==> config.mk <==
export PLATFORM = sky130hd
export DESIGN_NAME = clock_set_ctrl
export DESIGN_NICKNAME = d
export VERILOG_FILES = /design/src/rtl/clock_set_ctrl.sv
export SDC_FILE = /design/constraint.sdc
export NUM_CORES = 1
export LEC_CHECK = 0
export CAP_MARGIN = 20
export CORE_MARGIN = 2
export CORE_UTILIZATION = 30
export CTS_BUF_LIST = sky130_fd_sc_hd__clkbuf_4 sky130_fd_sc_hd__clkbuf_8
export CTS_CLUSTER_SIZE = 24
export DETAILED_ROUTE_END_ITERATION = 10
export HOLD_SLACK_MARGIN = 0.08
export MAX_ROUTING_LAYER = met4
export PLACE_DENSITY = 0.46
export SKIP_CTS_REPAIR_TIMING = 1
export SLEW_MARGIN = 15
export SYNTH_ARGS = -nofsm -noshare
export SYNTH_HDL_FRONTEND = slang
export SYNTH_SLANG_ARGS = --single-unit
==> constraint.sdc <==
create_clock -name clk_1ms -period 5.2 [get_ports clk_1ms]
set_input_delay 0.52 -clock clk_1ms [delete_from_list [all_inputs] [get_ports clk_1ms]]
set_output_delay 0.52 -clock clk_1ms [all_outputs]
set_load 0.02 [all_outputs]
==> src/rtl/clock_set_ctrl.sv <==
// Time-setting front end for the DE0 nano clock: button conditioning, RUN/SET
// mode control and an hrs > min > sec increment arbiter with auto-repeat.
module clock_set_ctrl #(
    parameter int unsigned DB_CYCLES  = 20,
    parameter int unsigned RPT_DELAY  = 500,
    parameter int unsigned RPT_PERIOD = 100
) (
    input  logic clk_1ms,
    input  logic reset,
    input  logic raw_set_clk_button,
    input  logic raw_set_sec_button,
    input  logic raw_set_min_button,
    input  logic raw_set_hrs_button,
    output logic set_mode,
    output logic run_en,
    output logic clr_sec,
    output logic inc_sec,
    output logic inc_min,
    output logic inc_hrs
);

    localparam int unsigned DBW = $clog2(DB_CYCLES + 1);
    localparam logic [DBW-1:0] DB_LAST = DBW'(DB_CYCLES - 1);
    localparam logic [9:0] DELAY_LAST  = 10'(RPT_DELAY - 1);
    localparam logic [9:0] PERIOD_LAST = 10'(RPT_PERIOD - 1);
    localparam logic [9:0] RPT_MAX     = 10'h3FF;

    typedef enum logic {RUN, SET} mode_t;
    typedef enum logic [1:0] {IDLE, HOLD, LOCK} arb_t;

    // Button index: 0 = set_clk, 1 = sec, 2 = min, 3 = hrs.
    logic [3:0]     raw;
    logic [3:0]     sync1;
    logic [3:0]     sync2;
    logic [3:0]     deb;
    logic [DBW-1:0] db_cnt [4];
    logic           clk_deb_prev;
    logic           clk_press;
    mode_t          mode;
    arb_t           arb;
    logic [1:0]     grant;
    logic [9:0]     rpt_cnt;
    logic           repeating;

    assign raw       = {raw_set_hrs_button, raw_set_min_button, raw_set_sec_button, raw_set_clk_button};
    assign clk_press = deb[0] & ~clk_deb_prev;

    // Two-flop synchronizers; idle (released) level is high on the raw side.
    always_ff @(posedge clk_1ms) begin
        if (reset) begin
            sync1 <= 4'hF;
            sync2 <= 4'hF;
        end else begin
            sync1 <= raw;
            sync2 <= sync1;
        end
    end

    // Per-button debounce: the level flips only after DB_CYCLES consecutive mismatching samples.
    always_ff @(posedge clk_1ms) begin
        for (int i = 0; i < 4; i++) begin
            if (reset) begin
                db_cnt[i] <= '0;
                deb[i]    <= 1'b0;
            end else if (~sync2[i] == deb[i]) begin
                db_cnt[i] <= '0;
            end else if (db_cnt[i] == DB_LAST) begin
                deb[i]    <= ~deb[i];
                db_cnt[i] <= '0;
            end else begin
                db_cnt[i] <= db_cnt[i] + DBW'(1);
            end
        end
    end

    // RUN/SET mode machine; entering SET also zeroes the seconds counter.
    always_ff @(posedge clk_1ms) begin
        if (reset) begin
            clk_deb_prev <= 1'b0;
            mode         <= RUN;
            set_mode     <= 1'b0;
            run_en       <= 1'b0;
            clr_sec      <= 1'b0;
        end else begin
            clk_deb_prev <= deb[0];
            clr_sec      <= 1'b0;
            case (mode)
                RUN: begin
                    if (clk_press) begin
                        mode     <= SET;
                        set_mode <= 1'b1;
                        run_en   <= 1'b0;
                        clr_sec  <= 1'b1;
                    end else begin
                        set_mode <= 1'b0;
                        run_en   <= 1'b1;
                    end
                end
                SET: begin
                    if (clk_press) begin
                        mode     <= RUN;
                        set_mode <= 1'b0;
                        run_en   <= 1'b1;
                    end else begin
                        set_mode <= 1'b1;
                        run_en   <= 1'b0;
                    end
                end
                default: begin
                    mode     <= RUN;
                    set_mode <= 1'b0;
                    run_en   <= 1'b1;
                end
            endcase
        end
    end

    // Increment arbiter. The entry edge sees mode==RUN, so a sec grant lands
    // one cycle after clr_sec and the two never coincide.
    always_ff @(posedge clk_1ms) begin
        if (reset) begin
            arb       <= IDLE;
            grant     <= 2'd0;
            rpt_cnt   <= 10'd0;
            repeating <= 1'b0;
            inc_sec   <= 1'b0;
            inc_min   <= 1'b0;
            inc_hrs   <= 1'b0;
        end else begin
            inc_sec <= 1'b0;
            inc_min <= 1'b0;
            inc_hrs <= 1'b0;
            if (mode != SET || clk_press) begin
                arb     <= IDLE;
                rpt_cnt <= 10'd0;
            end else begin
                case (arb)
                    IDLE: begin
                        rpt_cnt   <= 10'd0;
                        repeating <= 1'b0;
                        if (deb[3]) begin
                            grant   <= 2'd3;
                            inc_hrs <= 1'b1;
                            arb     <= HOLD;
                        end else if (deb[2]) begin
                            grant   <= 2'd2;
                            inc_min <= 1'b1;
                            arb     <= HOLD;
                        end else if (deb[1]) begin
                            grant   <= 2'd1;
                            inc_sec <= 1'b1;
                            arb     <= HOLD;
                        end else begin
                            arb <= IDLE;
                        end
                    end
                    HOLD: begin
                        if (!deb[grant]) begin
                            arb <= LOCK;
                        end else if (rpt_cnt == (repeating ? PERIOD_LAST : DELAY_LAST)) begin
                            inc_sec   <= (grant == 2'd1);
                            inc_min   <= (grant == 2'd2);
                            inc_hrs   <= (grant == 2'd3);
                            rpt_cnt   <= 10'd0;
                            repeating <= 1'b1;
                        end else if (rpt_cnt != RPT_MAX) begin
                            rpt_cnt <= rpt_cnt + 10'd1;
                        end else begin
                            rpt_cnt <= rpt_cnt;
                        end
                    end
                    LOCK: begin
                        if (deb[3:1] == 3'b000) begin
                            arb <= IDLE;
                        end else begin
                            arb <= LOCK;
                        end
                    end
                    default: arb <= IDLE;
                endcase
            end
        end
    end

endmodule

Word-level counts from Yosys, hierarchy flattened
Memory sizes are Yosys's and may differ from the RTL's. Cells that the tools add are included. W data, S select, Z words.

Flip-flop bits (word level): 34. RAM bits: 20. Word-level logic and storage cells: 181. Input bits: 6. Output and inout bits: 6. Memories: 1.

Memories: db_cnt (depth 4, width 5, rd ports 4, clocked after Yosys merged registers in 0, wr ports 4, RTL line 36) `logic [DBW-1:0] db_cnt [4];`.

Muxes and demuxes: 96. $add $sub $neg: 5. Equal/unequal tests: 19. Bitwise gates (word level): 28. $lt $le $gt $ge: 1. Reductions and logical operators: 14.

Operators with widths (number): $mux W1 (66); $mux W5 (12); $mux W10 (3); $add A5 B1 Y5 const B (4); $eq A5 B5 Y1 const B (4); $pmux W10 S2 (1); $not A1 Y1 (15); $or A1 B1 Y1 (12); $pmux W1 S2 (6); $add A10 B1 Y10 const B (1); $eq A10 B9 Y1 (1); $mux W2 (5); $ne A10 B10 Y1 const B (1); $mux W9 (1); $reduce_and A2 Y1 (4); $eq A2 B2 Y1 const B (3); $ne A2 B2 Y1 const B (3); $pmux W2 S3 (1); $reduce_and A3 Y1 (2); $eq A1 B1 Y1 (4); $eq A2 B1 Y1 const B (2); $reduce_and A4 Y1 (1); $reduce_or A2 Y1 (2); $logic_not A3 Y1 (1); 8 further kinds (8).

Longest topological paths before layout
Depth after elaboration: 8. Depth in mapped cells: 6. Gate-level depth less buffers: 6.

Worst setup path after synthesis
OpenSTA, ideal clock, no wires.

Kind: reg2reg. Start: register rpt_cnt[4]. End: register rpt_cnt[3]. Buffers on the path: 1. Clock period less this slack: 1.887 ns. Cell stages (with the launch flop): 7. Path slack: 3.313 ns. Data required time: 5.068 ns. Setup time: 0.132 ns. Arrival: 1.755 ns. Cells stage by stage: dfxtp_1 > buf_6 > or4b_4 > a2111o_1 > a21oi_1 > a2bb2oi_1 > a21oi_1.

Longest elaborated chain between the ends: 4. Elaborated cells on any way between the ends: 7. Those cells by class: 3 x eq/ne; 3 x mux; 1 x reduce/logical.

Ends and longest elaborated chain: start: declaration (RTL line 42) `logic [9:0] rpt_cnt;`; start signal: assignment (RTL line 167) `rpt_cnt <= rpt_cnt + 10'd1;`; start signal: assignment (RTL line 169) `rpt_cnt <= rpt_cnt;`; $eq A10 B9 Y1 (RTL line 160) `end else if (rpt_cnt == (repeating ? PERIOD_LAST : DELAY_LAST)) begin`; $mux W10 (RTL line 160); $mux W10 (RTL line 158) `if (!deb[grant]) begin`; $pmux W10 S2 (RTL line 137) `case (arb)`.

Several ways; a longest one is shown, not always the timed one. The select of a mux whose other input is x is not followed. A chain may end at the register's enable or synchronous reset.

Final worst setup path
Start: register rpt_cnt[4]. End: register rpt_cnt[5].

Longest elaborated chain between the ends: 5. Elaborated cells on any way between the ends: 9. Those cells by class: 1 x add/sub; 3 x eq/ne; 4 x mux; 1 x reduce/logical.

Ends and longest elaborated chain: $add A10 B1 Y10 (RTL line 167); $mux W10 (RTL line 166) `end else if (rpt_cnt != RPT_MAX) begin`; $mux W10 (RTL line 160); $mux W10 (RTL line 158); $pmux W10 S2 (RTL line 137).

Several ways; a longest one is shown, not always the timed one. The select of a mux whose other input is x is not followed.

==> summary.md <==
| Metric | Value |
|---|---|
| TritonCTS clock tree | built |
| Synth unique cells | between 40 and 50 |
| Placeable Area | approximately 8000 um2 |
| Initial core utilization | between 30% and 40% |
| DR iter-0 viols | between 80 and 90 |
| Finish-stage setup viols | 0 |
| Synth Area per Inst | around 9.9 um2 |
| Die Ht | around 95 um |
| Share of cells above drive strength 1 | slightly above 8% |
| Startpoint Class | flip-flop |
| Sequential share of the synthesized area | 51.8% |
| Worst vdd ir | about 0.09 mV |
| Number of buffers and inverters on the critical path | 0 |
| Ys async rst share | 0% |
| Worst Path Arrival | 2.31 ns |
| Final Skew | 0.0114 ns |
| Worst Hold Class | reg2reg |
| Worst-path maximum fanout | 8 |
| TNS Setup | 0 ns |
| Ys flop type | dfxtp_1 |
| Critical path, cell by cell | or4b_4 > a2111oi_4 > nor3_1 > a32oi_1 > a21oi_1 |
| Routed wire per std cell | between 10 and 15 um |
| Residual DRC | 0 |
| Nature of the critical path endpoint | flip-flop |
| Max Cap Violations | 0 |
| ANT nets after route | 0 |
| Top-Level Pins | 12 |
| Clock buffer count from CTS | 5 |
| Total power | 0.790 mW |
| Vias in the first global route | 1767 |
| Worst rel slew slack | between 50% and 60% |
| Die Span X | 94.8 um |
| Critical path class | reg2reg |
| DIE AREA | between 8000 and 9000 um2 |
| Filler Cell Count | roughly 860 |
| Clock root buffer | clkbuf_8 |
| TritonRoute pass-1 iters | 4 |
| LEAKAGE | ~0.94 nW |
| Vias | between 1500 and 2000 |
| DR vias/cell | approximately 4.7 |
| Final period util | between 40% and 50% |
| Synthesis-stage register bit count | 54 |
| NumNets Final | about 290 |
| PortBufs | 11 |
| Final HPWL DP | ~3200 um |
| Critical Path RT | ~5.4 ns |
| Pin count of the biggest net entering global routing | 25 |
| Status | complete, no violations |
| Synth warn | 0 |
| Htree depth | 2 |
| Synth-to-layout area growth | 16.0% |
| Reg2Reg Depth | 5 |
| All-Layer GR Usage | a little under an eighth |
| Ant diodes | 0 |
| Slew Viols, Final | 0 |
| PD cells | around 280 nW/um2 |
| Max Freq | roughly 470 MHz |
| Clock-pin slew on the worst setup and hold paths | around 0.11 ns |
| Post-Route WL | between 4000 and 5000 um |
| Worst-skew pair later-pin latency | approximately 0.32 ns |
| First-pass GRT wire length | slightly above 8000 um |
| Hold Crit Depth | 1 |
| Top Family by Delay on Critical Path | simple AND/OR/NAND/NOR gates |
| Total gr overflow | 0 |
| Routability cong. | between 0.8 and 0.9 |
| Final hold vios | 0 |
| Synth Instances | between 200 and 300 |
| Crit. path cell count | 5 |
| Post-synth EDFFs | 20 |
| RSZ-0062 raised after global routing | no |
| Row cnt | 33 |
| Clock tree sinks | between 50 and 60 |
| Crit-path slowest cell | or4b_4 |
| Syn Std Cell Area | 2470 um2 |
| Post-layout min period | around 2.1 ns |
| Slew @ Worst Pin | just over 0.7 ns |
| Antenna violations before repair | 0 |
| Crit-path max cell delay | approximately 0.58 ns |
| Clock Path Buffers | 2 |
-- through the flow --
step	hold slack [ns]	util, %	cell area (um2)	setup WS (ns)	std cells
after floorplan	0.389	-	2550	3.31	270
after global placement	0.391	34.0	2750	2.78	379
after detailed placement	0.394	34.0	2750	2.76	379
after CTS	0.423	35.5	2870	3.09	387
after global routing	0.437	35.5	2870	2.93	387
final	0.420	35.5	2870	3.09	387
-- state kept, by name, indices dropped and copies added (netlist names), 2 cells and up --
register,flops
sync1,4
grant,2
rpt_cnt,10
db_cnt,20
arb,2
deb,4
sync2,4
-- final cells by class --
type | instances | area [um2] | share of cell area (%)
sequential | 54 | 1280 | 44.6
timing repair buffer | 11 | 110 | 3.84
clock inverter | 3 | 47.5 | 1.66
clock buffer | 5 | 68.8 | 2.40
multi-input combinational | 201 | 1200 | 41.8
inverter | 8 | 30.0 | 1.05
tap | 105 | 131 | 4.58
-- metal layers --
metal / part of all wire (%) / GRT usage [%]
met5: 0 / -
met4: 1.1 / 3.99
met3: 2.2 / 2.71
met2: 47 / 19.0
met1: 50 / 14.5
-- cell usage in the layout (no fill, tap or decap), types with 7 or more instances in the layout --
master / instances
dfxtp_1: 34
xor2_1: 12
nor2_1: 35
conb_1: 20
inv_1: 8
nor3_1: 8
nand2_1: 20
or2_2: 9
nand3_1: 22
clkdlybuf4s50_1: 11
a21oi_1: 10
edfxtp_1: 20
ha_1: 7
or3_1: 7
-- synthesized netlist by cell type (7+ instances only) --
| cell type | count | area (um2) |
|---|---|---|
| nor3_1 | 8 | 40.0 |
| edfxtp_1 | 20 | 601 |
| inv_1 | 8 | 30.0 |
| nor2_1 | 35 | 131 |
| or2_2 | 9 | 56.3 |
| nand3_1 | 22 | 110 |
| a21oi_1 | 10 | 50.1 |
| ha_1 | 7 | 87.6 |
| nand2_1 | 20 | 75.1 |
| or3_1 | 7 | 43.8 |
| dfxtp_1 | 34 | 681 |
| xor2_1 | 12 | 105 |
-- path summary, 6_finish.rpt --
path,slack [ns],endpoint,startpoint
worst min-delay path,0.42,sync2[0]$_SDFF_PP1_,sync1[0]$_SDFF_PP1_
worst max register to register,3.09,rpt_cnt[5]$_SDFFE_PP0P_,rpt_cnt[4]$_SDFFE_PP0P_
worst max-delay path,3.09,rpt_cnt[5]$_SDFFE_PP0P_,rpt_cnt[4]$_SDFFE_PP0P_
worst min register to register,0.42,sync2[0]$_SDFF_PP1_,sync1[0]$_SDFF_PP1_
-- power breakdown --
group / internal [mW] / leakage [nW] / switching, mW
clock: 0.147 / 0.0591 / 0.156
combinational: 0.0143 / 0.396 / 0.0154
sequential: 0.449 / 0.483 / 0.00772
total: 0.611 / 0.938 / 0.179
-- kinds of logic (layout without fill, tap and decap cells) --
group	count (synthesis)	count (layout)	share of synthesized area [%]
multiplexers	2	2	1.31
AND/OR/NAND/NOR	121	121	24.5
other	1	20	0.152
flip-flops	54	54	51.8
buffers and inverters	15	27	2.58
adder cells (fa/ha/maj)	7	7	3.54
AO/OA/AOI/OAI	35	35	10.5
XOR/XNOR	16	16	5.66
Note: power is estimated with default switching activity, not from simulation.
